## config.mk

```make
export PLATFORM = sky130hd
export DESIGN_NAME = ras_ctrl
export DESIGN_NICKNAME = d
export VERILOG_FILES = /design/src/rtl/ras_ctrl_pkg.sv /design/src/rtl/ras_mem.sv /design/src/rtl/ras_ctrl.sv
export SDC_FILE = /design/constraint.sdc
export NUM_CORES = 1
export LEC_CHECK = 0
export BUFFER_PORTS_ARGS = -buffer_cell sky130_fd_sc_hd__buf_2
export CORE_MARGIN = 2
export CORE_UTILIZATION = 45
export CTS_BUF_LIST = sky130_fd_sc_hd__clkbuf_2
export CTS_CLUSTER_SIZE = 28
export DETAILED_ROUTE_END_ITERATION = 12
export PLACE_DENSITY = 0.72
export SYNTH_ARGS = -nofsm -noshare
export SYNTH_HDL_FRONTEND = slang
export SYNTH_SLANG_ARGS = --single-unit
```

## constraint.sdc

```tcl
create_clock -name cpu_clk -period 6.1 [get_ports cpu_clk]
set_input_delay 0.915 -clock cpu_clk [delete_from_list [all_inputs] [get_ports cpu_clk]]
set_output_delay 0.915 -clock cpu_clk [all_outputs]
set_load 0.05 [all_outputs]
```

## src/rtl/ras_ctrl_pkg.sv

```systemverilog
// Shared definitions for the return-address-stack controller: address width and FSM states.
package ras_ctrl_pkg;

  localparam int unsigned ADDR_WIDTH = 32;

  typedef enum logic {
    RAS_RUN     = 1'b0,
    RAS_RESTORE = 1'b1
  } ras_state_e;

endpackage

```

## src/rtl/ras_mem.sv

```systemverilog
// RAS storage: register array with one synchronous write port and one asynchronous read port.
module ras_mem
  import ras_ctrl_pkg::*;
#(
  parameter int unsigned ENTRY_NUM = 8,
  parameter int unsigned PTR_W     = $clog2(ENTRY_NUM)
) (
  input  logic                  cpu_clk,
  input  logic                  cpu_rstn,
  input  logic                  wen,
  input  logic [PTR_W-1:0]      waddr,
  input  logic [ADDR_WIDTH-1:0] wdata,
  input  logic [PTR_W-1:0]      raddr,
  output logic [ADDR_WIDTH-1:0] rdata
);

  logic [ADDR_WIDTH-1:0] mem_q [ENTRY_NUM];

  always_ff @(posedge cpu_clk or negedge cpu_rstn) begin
    if (!cpu_rstn) begin
      for (int i = 0; i < int'(ENTRY_NUM); i++) mem_q[i] <= '0;
    end else if (wen) begin
      mem_q[waddr] <= wdata;
    end
  end

  assign rdata = mem_q[raddr];

endmodule

```

## src/rtl/ras_ctrl.sv

```systemverilog
// Return address stack controller: push/pop sequencing, single-level checkpoint and restore FSM.
module ras_ctrl
  import ras_ctrl_pkg::*;
#(
  parameter int unsigned ENTRY_NUM = 8,
  parameter int unsigned PTR_W     = $clog2(ENTRY_NUM)
) (
  input  logic                  cpu_clk,
  input  logic                  cpu_rstn,
  input  logic                  dec_valid,
  input  logic                  call_dec,
  input  logic                  ret_dec,
  input  logic [ADDR_WIDTH-1:0] pc_dec,
  input  logic                  chk_save,
  input  logic                  chk_release,
  input  logic                  mispredict,
  output logic [ADDR_WIDTH-1:0] ret_addr,
  output logic                  ret_valid,
  output logic                  stack_empty,
  output logic                  stack_full
);

  localparam int unsigned CNT_W = PTR_W + 1;

  ras_state_e            state_q, state_d;
  logic [PTR_W-1:0]      sp_q, sp_d;
  logic [CNT_W-1:0]      cnt_q, cnt_d;
  logic                  chk_valid_q, chk_valid_d;
  logic [PTR_W-1:0]      chk_sp_q, chk_sp_d;
  logic [CNT_W-1:0]      chk_cnt_q, chk_cnt_d;
  logic [ADDR_WIDTH-1:0] chk_top_q, chk_top_d;
  logic                  rst_wr_q, rst_wr_d;

  logic                  mem_wen;
  logic [PTR_W-1:0]      mem_waddr;
  logic [ADDR_WIDTH-1:0] mem_wdata;
  logic [ADDR_WIDTH-1:0] top_data;
  logic [PTR_W-1:0]      top;
  logic [ADDR_WIDTH-1:0] push_data;
  logic                  push, pop, save;
  logic                  is_empty, is_full;

  assign top       = sp_q - PTR_W'(1);
  assign push_data = pc_dec + ADDR_WIDTH'(4);
  assign is_empty  = (cnt_q == '0);
  assign is_full   = (cnt_q == CNT_W'(ENTRY_NUM));
  assign push      = dec_valid & call_dec;
  assign pop       = dec_valid & ret_dec;
  assign save      = dec_valid & chk_save;

  // Next-state, stack pointer/count, checkpoint and write-port mux.
  always_comb begin
    state_d     = state_q;
    sp_d        = sp_q;
    cnt_d       = cnt_q;
    chk_valid_d = chk_valid_q;
    chk_sp_d    = chk_sp_q;
    chk_cnt_d   = chk_cnt_q;
    chk_top_d   = chk_top_q;
    rst_wr_d    = 1'b0;
    mem_wen     = 1'b0;
    mem_waddr   = sp_q;
    mem_wdata   = push_data;

    if (state_q == RAS_RESTORE) begin
      state_d = RAS_RUN;
      if (rst_wr_q) begin
        mem_wen   = 1'b1;
        mem_waddr = chk_sp_q - PTR_W'(1);
        mem_wdata = chk_top_q;
      end
    end else if (mispredict) begin
      state_d     = RAS_RESTORE;
      chk_valid_d = 1'b0;
      if (chk_valid_q) begin
        sp_d     = chk_sp_q;
        cnt_d    = chk_cnt_q;
        rst_wr_d = 1'b1;
      end else begin
        sp_d  = '0;
        cnt_d = '0;
      end
    end else begin
      if (push && pop) begin
        // Co-routine jump: replace top in place, or behave as a push when empty.
        mem_wen = 1'b1;
        if (is_empty) begin
          sp_d  = sp_q + PTR_W'(1);
          cnt_d = CNT_W'(1);
        end else begin
          mem_waddr = top;
        end
      end else if (push) begin
        mem_wen = 1'b1;
        sp_d    = sp_q + PTR_W'(1);
        if (!is_full) cnt_d = cnt_q + CNT_W'(1);
      end else if (pop && !is_empty) begin
        sp_d  = top;
        cnt_d = cnt_q - CNT_W'(1);
      end

      if (chk_release) chk_valid_d = 1'b0;
      if (save) begin
        chk_valid_d = 1'b1;
        chk_sp_d    = sp_q;
        chk_cnt_d   = cnt_q;
        chk_top_d   = top_data;
      end
    end
  end

  always_ff @(posedge cpu_clk or negedge cpu_rstn) begin
    if (!cpu_rstn) begin
      state_q     <= RAS_RUN;
      sp_q        <= '0;
      cnt_q       <= '0;
      chk_valid_q <= 1'b0;
      chk_sp_q    <= '0;
      chk_cnt_q   <= '0;
      chk_top_q   <= '0;
      rst_wr_q    <= 1'b0;
    end else begin
      state_q     <= state_d;
      sp_q        <= sp_d;
      cnt_q       <= cnt_d;
      chk_valid_q <= chk_valid_d;
      chk_sp_q    <= chk_sp_d;
      chk_cnt_q   <= chk_cnt_d;
      chk_top_q   <= chk_top_d;
      rst_wr_q    <= rst_wr_d;
    end
  end

  ras_mem #(
    .ENTRY_NUM (ENTRY_NUM),
    .PTR_W     (PTR_W)
  ) u_mem (
    .cpu_clk  (cpu_clk),
    .cpu_rstn (cpu_rstn),
    .wen      (mem_wen),
    .waddr    (mem_waddr),
    .wdata    (mem_wdata),
    .raddr    (top),
    .rdata    (top_data)
  );

  assign ret_addr    = top_data;
  assign ret_valid   = (state_q == RAS_RUN) && !is_empty;
  assign stack_empty = is_empty;
  assign stack_full  = is_full;

endmodule

```

# == After elaboration in Yosys (flattened, before gate mapping) ==
# Index checks and enable logic that the tools add are counted.
# totals
in_bits,40
word_cells,86
register_bits,305
out_inout_bits,35
# op_classes
add_sub_neg,6
n_eq_ne,3
bitwise_logic,7
order_cmp,3
n_mux,39
reduce_logical,12
# op_table
op,n
bitwise mux 256 bit,1
two-way mux 32 bit,5
binary-select mux 32 bit (select 3 bit),1
demux 32 bit (select 3 bit),1
two-way mux 3 bit,11
adder 32 x 3 -> 32 bit (second input constant),1
two-way mux 4 bit,7
two-way mux 1 bit,13
greater-or-equal comparator 4 bit (second input constant),2
inverter 3 -> 4 bit,2
AND reduction 3 bit,2
subtractor 3 x 1 -> 3 bit (second input constant),2
adder 4 x 1 -> 4 bit (second input constant),1
equality test 4 bit (second input constant),1
logical AND 1 bit,4
zero test 4 bit,1
< comparator 4 x 1 -> 1 bit (second input constant),1
inequality test 4 x 3 -> 1 bit (second input constant),1
AND reduction 4 bit,1
nonzero test 4 bit,1
subtractor 4 x 1 -> 4 bit (second input constant),1
adder 3 x 1 -> 3 bit (second input constant),1
bitwise AND 1 bit,3
inequality test 3 bit (second input constant),1
other kinds (4),5

# == Logic depth before layout (Yosys ltp) ==
# Gate-level depths: netlist of run 1.
# depth
word_depth,11
ltp_mapped,10
mapped_depth_nobuf,7

# == Cells and area by module ==
# Synthesis of run 1 repeated with hierarchy kept, for this count alone.
# hier_totals
cells_unflattened,1009
hier_area_um2,14866.8
# by_module_without_submodules
module,area_each_um2,instances,seq_area_each_um2,cells_each
ras_mem,11639.9,1,6406.1,665
ras_ctrl,3226.8,1,1226.2,344

# == Least setup slack after synthesis of run 1 ==
# Ideal clock, no wire load.
# synth_timing
path_type,register to output
start,reg sp_q[0]
end,out ret_addr[10]
slack_ns,2.435
path_buffers,4
stages_incl_launch_ff,9
arrival_ns,2.750
t_required_ns,5.185
path_cell_list,dfrtp_1 > clkbuf_1 > buf_1 > inv_1 > ha_1 > clkbuf_1 > clkbuf_1 > mux4_2 > mux2_2
# synth_between
elab_chain_len,5
# synth_lines
element,line_no,text
"start, declared",ras_ctrl.sv:26,"logic [PTR_W-1:0] sp_q, sp_d;"
"start signal, assigned",ras_ctrl.sv:124,sp_q <= sp_d;
subtractor 3 x 1 -> 3 bit,ras_ctrl.sv:43,assign top = sp_q - PTR_W'(1);
inverter 3 -> 4 bit (implied by the code),ras_mem.sv:27,assign rdata = mem_q[raddr];
binary-select mux 32 bit (select 3 bit),ras_mem.sv:27,
two-way mux 32 bit (implied by the code) (2 in a row),ras_mem.sv:27,
"end, declared",ras_ctrl.sv:17,"output logic [ADDR_WIDTH-1:0] ret_addr,"
# No other way between the ends. The select of a mux whose other input is x is not followed.

# == Worst setup path after layout of run 1 ==
# layout_timing
start,reg sp_q[0]
end,out ret_addr[16]
# The elaborated chain is that of the path after synthesis.

==> results of run 1 <==
-- how the worst min path moves through the flow --
stage                                 from                to  slack [ns]  cells past startpoint
final                             cpu_rstn          cnt_q[1]        0.07                      1
after detailed placement  u_mem.mem_q[221]  u_mem.mem_q[221]        0.48                      1
after global routing              cpu_rstn          cnt_q[1]        0.07                      1
after floorplan           u_mem.mem_q[176]  u_mem.mem_q[176]        0.45                      1
after global placement     u_mem.mem_q[94]   u_mem.mem_q[94]        0.47                      1
after CTS                         cpu_rstn          cnt_q[1]        0.04                      1
-- kinds of logic after synthesis --
group                    share of synthesized area [%]
buffers and inverters                             2.03
AO/OA/AOI/OAI                                     3.59
AND/OR/NAND/NOR                                   5.34
adder cells (fa/ha/maj)                          0.650
XOR/XNOR                                          1.14
flip-flops                                        52.2
multiplexers                                      35.0
-- layout by cell type, fill, tap and decap left out, types with 5 or more instances in the layout --
cell and count:
buf_4 17, xnor2_1 12, mux2_2 321, mux2_1 5, xor2_1 6, clkbuf_2 114, ha_1 5, nand3_1 8
inv_1 9, o21ai_1 13, clkinv_1 17, or3_1 8, buf_2 73, mux4_2 64, o31ai_1 7, nor2_1 27
nand3_2 5, a21oi_1 11, o21ai_0 15, dfrtp_1 304, nand4_1 9, a31oi_1 14, nand2_1 46, or4_1 9
-- Yosys cell counts, drive strengths merged, types with 2 or more instances --
cell      n
and4      4
nor2     28
dfrtp   305
nor4b     2
or3       8
a211oi    3
nor3      7
nand3    13
xor2      7
a22oi     2
a31oi    16
or4       9
nand2b    2
nor4      2
mux4     64
a221o     2
a21oi    11
and3      4
a21o      2
nand4     9
xnor2    12
ha        6
mux2    326
and2      3
nor2b     3
o21ai    28
buf      31
o31ai     7
nand3b    4
o22ai     2
inv       9
nand2    46
clkbuf   30
-- critical path: cells and delay by family (launching register included) --
family,cells,cell delay [ns]
adders and majority gates,1,0.32
muxes,2,0.76
DFF,1,0.98
buffers and inverters,3,1.16
-- power groups by stage --
stage	clock [mW]	sequential, mW	combinational [mW]
after floorplan	0	3.17	2.98
after global placement	0	3.34	3.59
after detailed placement	0	3.38	3.68
after CTS	1.37	3.34	3.69
after global routing	1.48	3.46	3.88
final	1.33	3.35	3.64
-- per-layer routing --
layer | wire length (µm) | vias up | track usage (%)
met3 | 1720 | 50 | 4.11
met4 | 565 | 0 | 6.34
met2 | 16000 | 228 | 33.4
met1 | 15000 | 4815 | 28.7
met5 | 0 | - | 0
li1 | - | 4089 | -
-- registers in the layout, indices dropped and copies added, names as in the netlist --
name         count
u_mem.mem_q    256
chk_top_q       32
chk_cnt_q        4
cnt_q            4
chk_sp_q         3
sp_q             3
chk_valid_q      1
rst_wr_q         1
state_q          1
-- cell type report --
| cell class | count | area [µm²] | area share, % |
|---|---|---|---|
| antenna | 1 | 2.50 | 0.0155 |
| clock buffer | 114 | 571 | 3.53 |
| clock inverter | 23 | 88.8 | 0.549 |
| inverter | 9 | 33.8 | 0.209 |
| multi-input combinational | 645 | 6760 | 41.8 |
| sequential | 305 | 7640 | 47.2 |
| tap | 442 | 553 | 3.42 |
| timing repair buffer | 92 | 528 | 3.26 |
-- metrics by stage --
stage          utilization (%)  cell area (µm²)
5_1_grt                   50.1            16200
6_report                  50.1            16200
4_1_cts                   50.1            16200
2_1_floorplan                -            14600
3_3_place_gp              48.0            15500
3_5_place_dp              48.0            15500
==> metrics.md, run 1 <==
| Metric | Value |
|---|---|
| Worst Path Class, Setup | `reg2out` |
| Ports | `75` |
| DRT iter0 DRCs | `517` |
| Total power | `8.31 mW` |
| Die area | `33900 µm²` |
| TritonCTS clock tree | `yes` |
| Total negative slack | `0 ns` |
| PwrDens | `514 nW/µm²` |
| Ys async rst share | `100%` |
| Max Freq | `198 MHz` |
| Clock Latency Late Sink | `0.85 ns` |
| Max cap viols | `0` |
| Final Wtd Congestion | `0.765` |
| Capturing point of the worst reg2reg path | `u_mem.mem_q[217]` |
| WL/cell | `20.5 µm` |
| Switch share | `39.6%` |
| Synth unique cells | `53` |
| Synth area leader | `dfrtp_1` |
| Crit share post-route | `82.9%` |
| Initial Utilization | `45.3%` |
| Fill count | `2848` |
| Via count of the first global-routing pass | `9860` |
| Unrepaired setup endpoints after global routing | `false` |
| First-pass GRT wire length | `54000 µm` |
| H-Tree Depth | `3` |
| Rel. slew slack | `33.2%` |
| Hold buffers post-CTS | `0` |
| Synth Instances | `1020` |
| Register area share after synthesis | `52.2%` |
| CP endpoint kind | `primary output` |
| Gr ovfl total | `0` |
| Postcts setup bufs | `0` |
| Status | `finished, final reports clean` |
| Root Buffer | `clkbuf_2` |
| Logic pwr share | `43.7%` |
| Initial antenna violation count | `2` |
| Tmin final | `5.06 ns` |
| Yosys top cell area share | `52.2%` |
| Post-route insts no fill | `1631` |
| Pint | `5.02 mW` |
| Critical Path Start | `sp_q[0]` |
| Post-CTS sizing | `0` |
| Max rail drop VDD | `336 µV` |
| Mapped Nets | `1067` |
| Setup slack, reg-to-reg | `2.17 ns` |
| Crit path arrival time | `4.14 ns` |
| Via density | `5.63` |
| Drt drc | `0` |
| CP endpoint | `ret_addr[16]` |
| Largest net degree at the start of global routing | `137` |
| Synth Area per Inst | `14.3 µm²` |
| Worst slew pin tran | `1.00 ns` |
| Worst r2r src | `sp_q[0]` |
| IO Port Bufs | `74` |
| Layout area overhead | `10.6%` |
| Reg2Reg Depth | `7` |
| Count of flip-flops with a built-in enable after synthesis | `0` |
| TritonCTS Sinks | `305` |
| Proportion of power drawn by the clock network | `16.0%` |
| Die X | `184 µm` |
| Dpl cells | `1493` |
| Final antenna-violating net count | `0` |
| Slew Limit Fails | `0` |
| DRT Pass-1 Iters | `4` |
| Cells along the critical path | `inv_1, ha_4, buf_4, mux4_2, mux2_2, buf_2` |
| Sequential fraction of design power | `40.3%` |
| Num rows | `66` |
| All-Layer GR Usage | `20.8%` |
| Pre-CTS setup slack | `1.91 ns` |
| Total wire length | `33400 µm` |
| Clk pin slew, worst setup/hold paths | `0.12 ns` |
| Synth Warn # | `0` |
| Final worst slack | `1.04 ns` |
| Largest stage delay, worst path | `0.98 ns` |
| Core Box Area | `32300 µm²` |
| Worst Hold Class | `in2async` |
| Psw | `3.30 mW` |
| Nets | `1178` |
| Synth Flop Type | `dfrtp_1` |
| Final Setup Violations | `0` |
| Pleak | `7.36 nW` |
| Synth Register Bits | `305` |
| CTS max path bufs | `3` |
| Die Y | `184 µm` |
| Final hold violation count | `0` |
| Share of layout cells above drive strength 1 | `51.9%` |
| Worst Path Max Fanout | `65` |
| CTS buffer count | `78` |
| Min Hold Slack | `0.0657 ns` |
| Critical Path Start Type | `flop` |
| Slowest cell on the critical path | `dfrtp_4` |
| Via count | `9182` |
| Largest cells by area after synthesis | `dfrtp_1 (52%), mux2_2 (25%), mux4_2 (9.9%), nand2_1 (1.2%), buf_2 (0.92%)` |
| Synthesized area | `14600 µm²` |
| Final Skew | `0.0621 ns` |
| HPWL Detailed | `20200 µm` |
| Critical path required time | `5.18 ns` |
No activity file was read; power rests on OpenSTA's default activity.
==> run 2: changes to the inputs <==
--- a/config.mk
+++ b/config.mk
@@ -5,13 +5,14 @@
 export SDC_FILE = /design/constraint.sdc
 export NUM_CORES = 1
 export LEC_CHECK = 0
+export ABC_AREA = 1
 export BUFFER_PORTS_ARGS = -buffer_cell sky130_fd_sc_hd__buf_2
 export CORE_MARGIN = 2
 export CORE_UTILIZATION = 45
 export CTS_BUF_LIST = sky130_fd_sc_hd__clkbuf_2
 export CTS_CLUSTER_SIZE = 28
 export DETAILED_ROUTE_END_ITERATION = 12
-export PLACE_DENSITY = 0.72
+export PLACE_DENSITY = 0.71
 export SYNTH_ARGS = -nofsm -noshare
 export SYNTH_HDL_FRONTEND = slang
 export SYNTH_SLANG_ARGS = --single-unit
==> constraint.sdc (replaced) <==
create_clock -name cpu_clk -period 4.8 [get_ports cpu_clk]
set_input_delay 0.72 -clock cpu_clk [delete_from_list [all_inputs] [get_ports cpu_clk]]
set_output_delay 0.72 -clock cpu_clk [all_outputs]
set_load 0.05 [all_outputs]
==> metrics.md, run 2 <==
| Metric | Value |
|---|---|
| TritonCTS clock tree | `yes (unchanged)` |
| Largest regs | `u_mem.mem_q x256, chk_top_q x32 (unchanged)` |
| Die X | `191 µm (was 184 µm)` |
| Metal-1 WL | `20100 µm (was 15000 µm)` |
| WL/cell | `18.3 µm (was 20.5 µm)` |
| Initial antenna violation count | `2 (unchanged)` |
| CP endpoint kind | `primary output (unchanged)` |
| Largest net degree at the start of global routing | `113 (was 137)` |
| Critical path required time | `4.08 ns (was 5.18 ns)` |
| Clock Latency Late Sink | `0.93 ns (was 0.85 ns)` |
| Via density | `5.63 (about the same)` |
| Ys async rst share | `100% (unchanged)` |
| Max FFs per register | `256 (unchanged)` |
| WHS Path Cells | `4` |
| Largest cells by area after synthesis | `dfrtp_1 (48%), nand2_1 (21%), nand3_1 (7.9%), o21ai_0 (5.8%), nor2_1 (4.9%) (was dfrtp_1 (52%), mux2_2 (25%), mux4_2 (9.9%), nand2_1 (1.2%), buf_2 (0.92%))` |
| Total power | `10.9 mW (was 8.31 mW)` |
| Crit share post-route | `96.9%` |
| HPWL Detailed | `28300 µm (was 20200 µm)` |
| Final worst slack | `0.148 ns (was 1.04 ns)` |
| Root Buffer | `clkbuf_2 (unchanged)` |
| Final Wtd Congestion | `0.945 (was 0.765)` |
| Reg2Reg Depth | `10 (was 7)` |
| TritonCTS Sinks | `305 (unchanged)` |
| Delay-heaviest family, CP | `buffers and inverters (unchanged)` |
| Nets | `2270 (was 1178)` |
| Worst Hold Class | `in2reg (was in2async)` |
| Synth Flop Type | `dfrtp_1 (unchanged)` |
| Die area | `36500 µm² (was 33900 µm²)` |
| Slew Limit Fails | `0 (unchanged)` |
| Top routing layer used | `met4 (unchanged)` |
| Cells along the critical path | `clkinv_2, ha_2, buf_4, o21ai_0, o22ai_1, nand2_1, nand2_1, buf_2 (was inv_1, ha_4, buf_4, mux4_2, mux2_2, buf_2)` |
| CTS buffer count | `79 (was 78)` |
| Clk pin slew, worst setup/hold paths | `0.12 ns (about the same)` |
| Via count | `15400 (was 9182)` |
| Sequential Area | `7640 µm² (unchanged)` |
| Total negative slack | `0 ns (unchanged)` |
| Placed cell area | `16400 µm² (was 15500 µm²)` |
| Final instance area | `17100 µm² (was 16200 µm²)` |
| Crit path arrival time | `3.93 ns (was 4.14 ns)` |
| Cell with the most instances after synthesis | `nand2_1 (was mux2_2)` |
| Most common cell after layout, fill and taps aside | `nand2_1 (was mux2_2)` |
| Mapped Nets | `2214 (was 1067)` |
| Register area share after synthesis | `48.5% (was 52.2%)` |
| Pre-CTS setup slack | `1.08 ns (was 1.91 ns)` |
| Largest register by flop count | `u_mem.mem_q (unchanged)` |
| Synth Instances | `2167 (was 1020)` |
| Critical Path Start Type | `flop (unchanged)` |
| Most frequent cells in the layout | `nand2_1 (870), dfrtp_1 (304), nand3_1 (247) (was mux2_2 (321), dfrtp_1 (304), clkbuf_2 (114))` |
| Max Freq | `215 MHz` |
| Multi-input gate area | `7170 µm² (was 6760 µm²)` |
| Final Skew | `0.0629 ns (was 0.0621 ns)` |
| Most used cell, CP | `nand2_1` |
| Layout Utilization | `49.5% (was 50.1%)` |
| Max rail drop VDD | `397 µV (was 336 µV)` |
| Min Hold Slack | `0.123 ns (was 0.0657 ns)` |
| Synth unique cells | `31 (was 53)` |
| Total wire length | `50100 µm (was 33400 µm)` |
| Fill count | `3466 (was 2848)` |
| Worst Path Max Fanout | `42 (was 65)` |
| Pleak | `9.06 nW (was 7.36 nW)` |
| Ports | `75 (unchanged)` |
| Synth Warn # | `0 (unchanged)` |
| Final Setup Violations | `0 (unchanged)` |
| Largest stage delay, worst path | `0.70 ns (was 0.98 ns)` |
| DRT Pass-1 Iters | `6 (was 4)` |
| Final hold violation count | `0 (unchanged)` |
| Dpl cells | `2596 (was 1493)` |
| IO Port Bufs | `74 (unchanged)` |
| Setup slack, reg-to-reg | `0.92 ns (was 2.17 ns)` |
| Final antenna-violating net count | `0 (unchanged)` |
| Num rows | `68 (was 66)` |
| Rel. slew slack | `25.9% (was 33.2%)` |
| Die Y | `191 µm (was 184 µm)` |
| PwrDens | `638 nW/µm² (was 514 nW/µm²)` |
| Worst path bufs/invs | `3 (unchanged)` |
| Tmin final | `4.65 ns` |
| Post-route insts no fill | `2733 (was 1631)` |
| Worst Path Class, Setup | `reg2out (unchanged)` |
| Synthesized area | `15700 µm² (was 14600 µm²)` |
| All-Layer GR Usage | `27.9% (was 20.8%)` |
| Count of flip-flops with a built-in enable after synthesis | `0 (unchanged)` |
| Capturing point of the worst reg2reg path | `u_mem.mem_q[67] (was u_mem.mem_q[217])` |
| First-pass GRT wire length | `79500 µm (was 54000 µm)` |
| Slowest cell on the critical path | `ha_2 (was dfrtp_4)` |
| Synth area leader | `dfrtp_1 (unchanged)` |
| H-Tree Depth | `3 (unchanged)` |
| Unrepaired setup endpoints after global routing | `false (unchanged)` |
| Max cap viols | `0 (unchanged)` |
| Synth Register Bits | `305 (unchanged)` |
| Via count of the first global-routing pass | `14600 (was 9860)` |
| DRT iter0 DRCs | `1680 (was 517)` |
| Metal3 WL | `5770 µm (was 1720 µm)` |
| Layout area overhead | `8.44% (was 10.6%)` |
| Initial Utilization | `45.7% (was 45.3%)` |
| Synth Area per Inst | `7.26 µm² (was 14.3 µm²)` |
| Worst slew pin tran | `1.11 ns (was 1.00 ns)` |
| Gr ovfl total | `0 (unchanged)` |
| CTS max path bufs | `3 (unchanged)` |
| Core Box Area | `34500 µm² (was 32300 µm²)` |
| Commonest cells post-synth | `nand2_1 (870), dfrtp_1 (305), nand3_1 (247), nor2_1 (206), o21ai_0 (181) (was mux2_2 (321), dfrtp_1 (305), mux4_2 (64), nand2_1 (46), clkbuf_1 (30))` |
| WHS Endpoint | `chk_valid_q` |
| Met2 wire length | `22600 µm (was 16000 µm)` |
| Yosys top cell area share | `48.5% (was 52.2%)` |
| Status | `finished, final reports clean (unchanged)` |
| Share of layout cells above drive strength 1 | `10.7% (was 51.9%)` |
| Min-delay src | `chk_release` |
| Worst r2r src | `sp_q[0] (unchanged)` |
| Postcts setup bufs | `0 (unchanged)` |
| Drt drc | `0 (unchanged)` |
==> run 2: layer usage <==
layer / up-vias / GRT usage, %
met2: 857 / 43.1
met1: 7255 / 37.4
li1: 7137 / -
met4: 0 / 11.7
met5: - / 0
met3: 125 / 7.05
==> run 2: where the power goes <==
part	switching [mW]	internal (mW)	total, mW
sequential	0.578	3.61	4.19
combinational	3.62	1.35	4.97
clock	1.09	0.643	1.73
total	5.29	5.60	10.9
==> run 2: kinds of logic (layout without fill, tap and decap cells) <==
| group | after synthesis | count (layout) | synth area share [%] |
|---|---|---|---|
| AND/OR/NAND/NOR | 1343 | 1343 | 34.6 |
| flip-flops | 305 | 305 | 48.5 |
| AO/OA/AOI/OAI | 282 | 282 | 9.79 |
| buffers and inverters | 221 | 330 | 6.05 |
| XOR/XNOR | 9 | 9 | 0.501 |
| adder cells (fa/ha/maj) | 7 | 7 | 0.604 |
| other | 0 | 2 | 0 |
==> run 2: cell type report <==
cell class | instances | share of cell area, %
clock buffer | 104 | 3.05
multi-input combinational | 1641 | 42.0
inverter | 88 | 1.96
tap | 455 | 3.34
sequential | 305 | 44.7
timing repair buffer | 108 | 4.03
clock inverter | 30 | 0.850
antenna | 2 | 0.0293
==> run 2: worst max path at each step <==
stage / from / slack [ns] / depth (start not counted) / to
finish: sp_q[0] / 0.15 / 8 / ret_addr[23]
global route: sp_q[0] / 0.05 / 8 / ret_addr[23]
CTS: sp_q[0] / 0.08 / 9 / ret_addr[23]
detailed placement: sp_q[0] / 1.08 / 10 / u_mem.mem_q[93]
global placement: sp_q[0] / 1.19 / 9 / ret_addr[23]
floorplan: sp_q[0] / 1.51 / 11 / ret_addr[12]
==> run 2: what timing repair did <==
item | CTS | global route
endpoints found under the hold margin | 64 | 0
setup endpoints to repair | 0 | 1
resized for setup | 0 | 2
hold buffers | 1 | 0
==> run 2: worst register-to-register path, delay by kind of cell (launching register included) <==
kind,cells,cell delay [ns]
AOI/OAI and AO/OA,2,0.35
and+or+nand+nor,5,1.17
buffers and inverters,3,1.60
DFF,1,0.60
==> run 3: changes to the inputs <==
==> constraint.sdc (replaced) <==
create_clock -name cpu_clk -period 5.3 [get_ports cpu_clk]
set_input_delay 0.795 -clock cpu_clk [delete_from_list [all_inputs] [get_ports cpu_clk]]
set_output_delay 0.795 -clock cpu_clk [all_outputs]
set_load 0.05 [all_outputs]
==> metrics.md, run 3 (same netlist as run 2, synthesis figures left out) <==
| Metric | Value |
|---|---|
| Largest regs | `u_mem.mem_q x256, chk_top_q x32 (unchanged)` |
| Slowest cell on the critical path | `dfrtp_4 (was ha_2)` |
| Final Wtd Congestion | `0.951 (was 0.945)` |
| Worst path bufs/invs | `4 (was 3)` |
| Largest register by flop count | `u_mem.mem_q (unchanged)` |
| TritonCTS Sinks | `305 (unchanged)` |
| Initial Utilization | `45.7% (unchanged)` |
| Status | `finished, final reports clean (unchanged)` |
| CTS buffer count | `79 (unchanged)` |
| Total wire length | `49600 µm (was 50100 µm)` |
| Min Hold Slack | `0.241 ns (was 0.123 ns)` |
| Share of layout cells above drive strength 1 | `10.7% (about the same)` |
| Clock Latency Late Sink | `0.91 ns (was 0.93 ns)` |
| Worst Hold Class | `in2reg (unchanged)` |
| Worst Path Max Fanout | `40 (was 42)` |
| HPWL Detailed | `27700 µm (was 28300 µm)` |
| Ports | `75 (unchanged)` |
| Core Box Area | `34500 µm² (unchanged)` |
| Critical path required time | `4.51 ns (was 4.08 ns)` |
| Most common cell after layout, fill and taps aside | `nand2_1 (unchanged)` |
| Root Buffer | `clkbuf_2 (unchanged)` |
| Die Y | `191 µm (unchanged)` |
| Worst Path Class, Setup | `reg2out (unchanged)` |
| Final antenna-violating net count | `0 (unchanged)` |
| Final hold violation count | `0 (unchanged)` |
| Via count | `15300 (was 15400)` |
| TritonCTS clock tree | `yes (unchanged)` |
| Largest stage delay, worst path | `0.71 ns (was 0.70 ns)` |
| Largest net degree at the start of global routing | `110 (was 113)` |
| Max Freq | `197 MHz` |
| H-Tree Depth | `3 (unchanged)` |
| Final Setup Violations | `0 (unchanged)` |
| Max cap viols | `0 (unchanged)` |
| All-Layer GR Usage | `27.5% (was 27.9%)` |
| Max rail drop VDD | `336 µV (was 397 µV)` |
| Crit path arrival time | `4.28 ns (was 3.93 ns)` |
| IO Port Bufs | `74 (unchanged)` |
| Via density | `5.64 (was 5.63)` |
| Pleak | `9.02 nW (was 9.06 nW)` |
| CP endpoint kind | `primary output (unchanged)` |
| Rel. slew slack | `21.2% (was 25.9%)` |
| Delay-heaviest family, CP | `buffers and inverters (unchanged)` |
| Drt drc | `0 (unchanged)` |
| DRT Pass-1 Iters | `6 (unchanged)` |
| Tmin final | `5.08 ns` |
| Clk pin slew, worst setup/hold paths | `0.12 ns (about the same)` |
| Num rows | `68 (unchanged)` |
| Slew Limit Fails | `0 (unchanged)` |
| PwrDens | `581 nW/µm² (was 638 nW/µm²)` |
| Unrepaired setup endpoints after global routing | `false (unchanged)` |
| Nets | `2262 (was 2270)` |
| Crit share post-route | `95.8%` |
| Die X | `191 µm (unchanged)` |
| Gr ovfl total | `0 (unchanged)` |
| Final Skew | `0.0507 ns (was 0.0629 ns)` |
| Fill count | `3426 (was 3466)` |
| Worst slew pin tran | `1.18 ns (was 1.11 ns)` |
| Die area | `36500 µm² (unchanged)` |
| Most frequent cells in the layout | `nand2_1 (870), dfrtp_1 (304), nand3_1 (247) (unchanged)` |
| Max FFs per register | `256 (unchanged)` |
| CTS max path bufs | `3 (unchanged)` |
| Initial antenna violation count | `1 (was 2)` |
| Cells along the critical path | `clkinv_2, ha_2, clkinv_2, buf_4, o21ai_0, o22ai_1, nand2_1, nand2_1, buf_2 (was clkinv_2, ha_2, buf_4, o21ai_0, o22ai_1, nand2_1, nand2_1, buf_2)` |
| WL/cell | `18.3 µm (about the same)` |
| Via count of the first global-routing pass | `14600 (about the same)` |
| Layout area overhead | `7.94% (was 8.44%)` |
| Critical Path Start Type | `flop (unchanged)` |
| First-pass GRT wire length | `78500 µm (was 79500 µm)` |
| Total negative slack | `0 ns (unchanged)` |
| DRT iter0 DRCs | `1552 (was 1680)` |
[run 3: per-layer routing]
layer / share of wire [%] / vias up / track usage (%)
li1: - / 7098 / -
met1: 41 / 7283 / 36.5
met2: 46 / 817 / 43.8
met3: 9.9 / 103 / 6.17
met4: 2.5 / 0 / 10.6
met5: 0 / - / 0
[run 3: worst min-delay path: stages]
cell,delay [ns]
buf_2,0.08
nor2_1,0.03
a21oi_1,0.11
o21ai_0,0.10
[run 3: cell type report]
class,count,area (µm²),share of cell area [%]
tap,455,569,3.35
inverter,88,333,1.96
multi-input combinational,1641,7170,42.2
sequential,305,7640,44.9
timing repair buffer,100,591,3.48
clock inverter,13,133,0.781
clock buffer,111,556,3.27
antenna,1,2.50,0.0147
[run 3: through the flow]
stage / instance area (µm²) / cells / utilization, % / total power, mW / setup WS (ns)
2_1_floorplan: 15700 / 2167 / - / 6.91 / 1.94
3_3_place_gp: 16300 / 2588 / 47.3 / 8.07 / 1.14
3_5_place_dp: 16300 / 2588 / 47.3 / 8.17 / 1.10
4_1_cts: 17000 / 2713 / 49.3 / 9.83 / 0.136
5_1_grt: 17000 / 2714 / 49.3 / 10.6 / 0.0425
6_report: 17000 / 2714 / 49.3 / 9.87 / 0.221
[run 3: path summary, 6_finish.rpt]
check	slack, ns	cells past startpoint	from	endpoint
min	0.24	4	chk_release	chk_valid_q
min in group asynchronous	0.49	2	cpu_rstn	sp_q[2]
max in group asynchronous	3.43	3	cpu_rstn	u_mem.mem_q[2]
min reg2reg	0.47	2	u_mem.mem_q[166]	u_mem.mem_q[166]
max	0.22	9	sp_q[0]	ret_addr[21]
max reg2reg	1.01	9	sp_q[0]	u_mem.mem_q[231]
[run 3: where the power goes]
| group | internal, mW | leakage [nW] | switching, mW |
|---|---|---|---|
| sequential | 3.27 | 3.97 | 0.531 |
| combinational | 1.19 | 4.53 | 3.23 |
| clock | 0.694 | 0.525 | 0.961 |
| total | 5.15 | 9.02 | 4.72 |
[run 3: timing repair]
| action | 4_1_cts | 5_1_grt |
|---|---|---|
| buffers inserted | 0 | 0 |
| gates resized for setup | 0 | 1 |
| hold buffers | 1 | 0 |
| hold endpoints to repair | 83 | 0 |
| endpoints found under the setup margin | 0 | 8 |
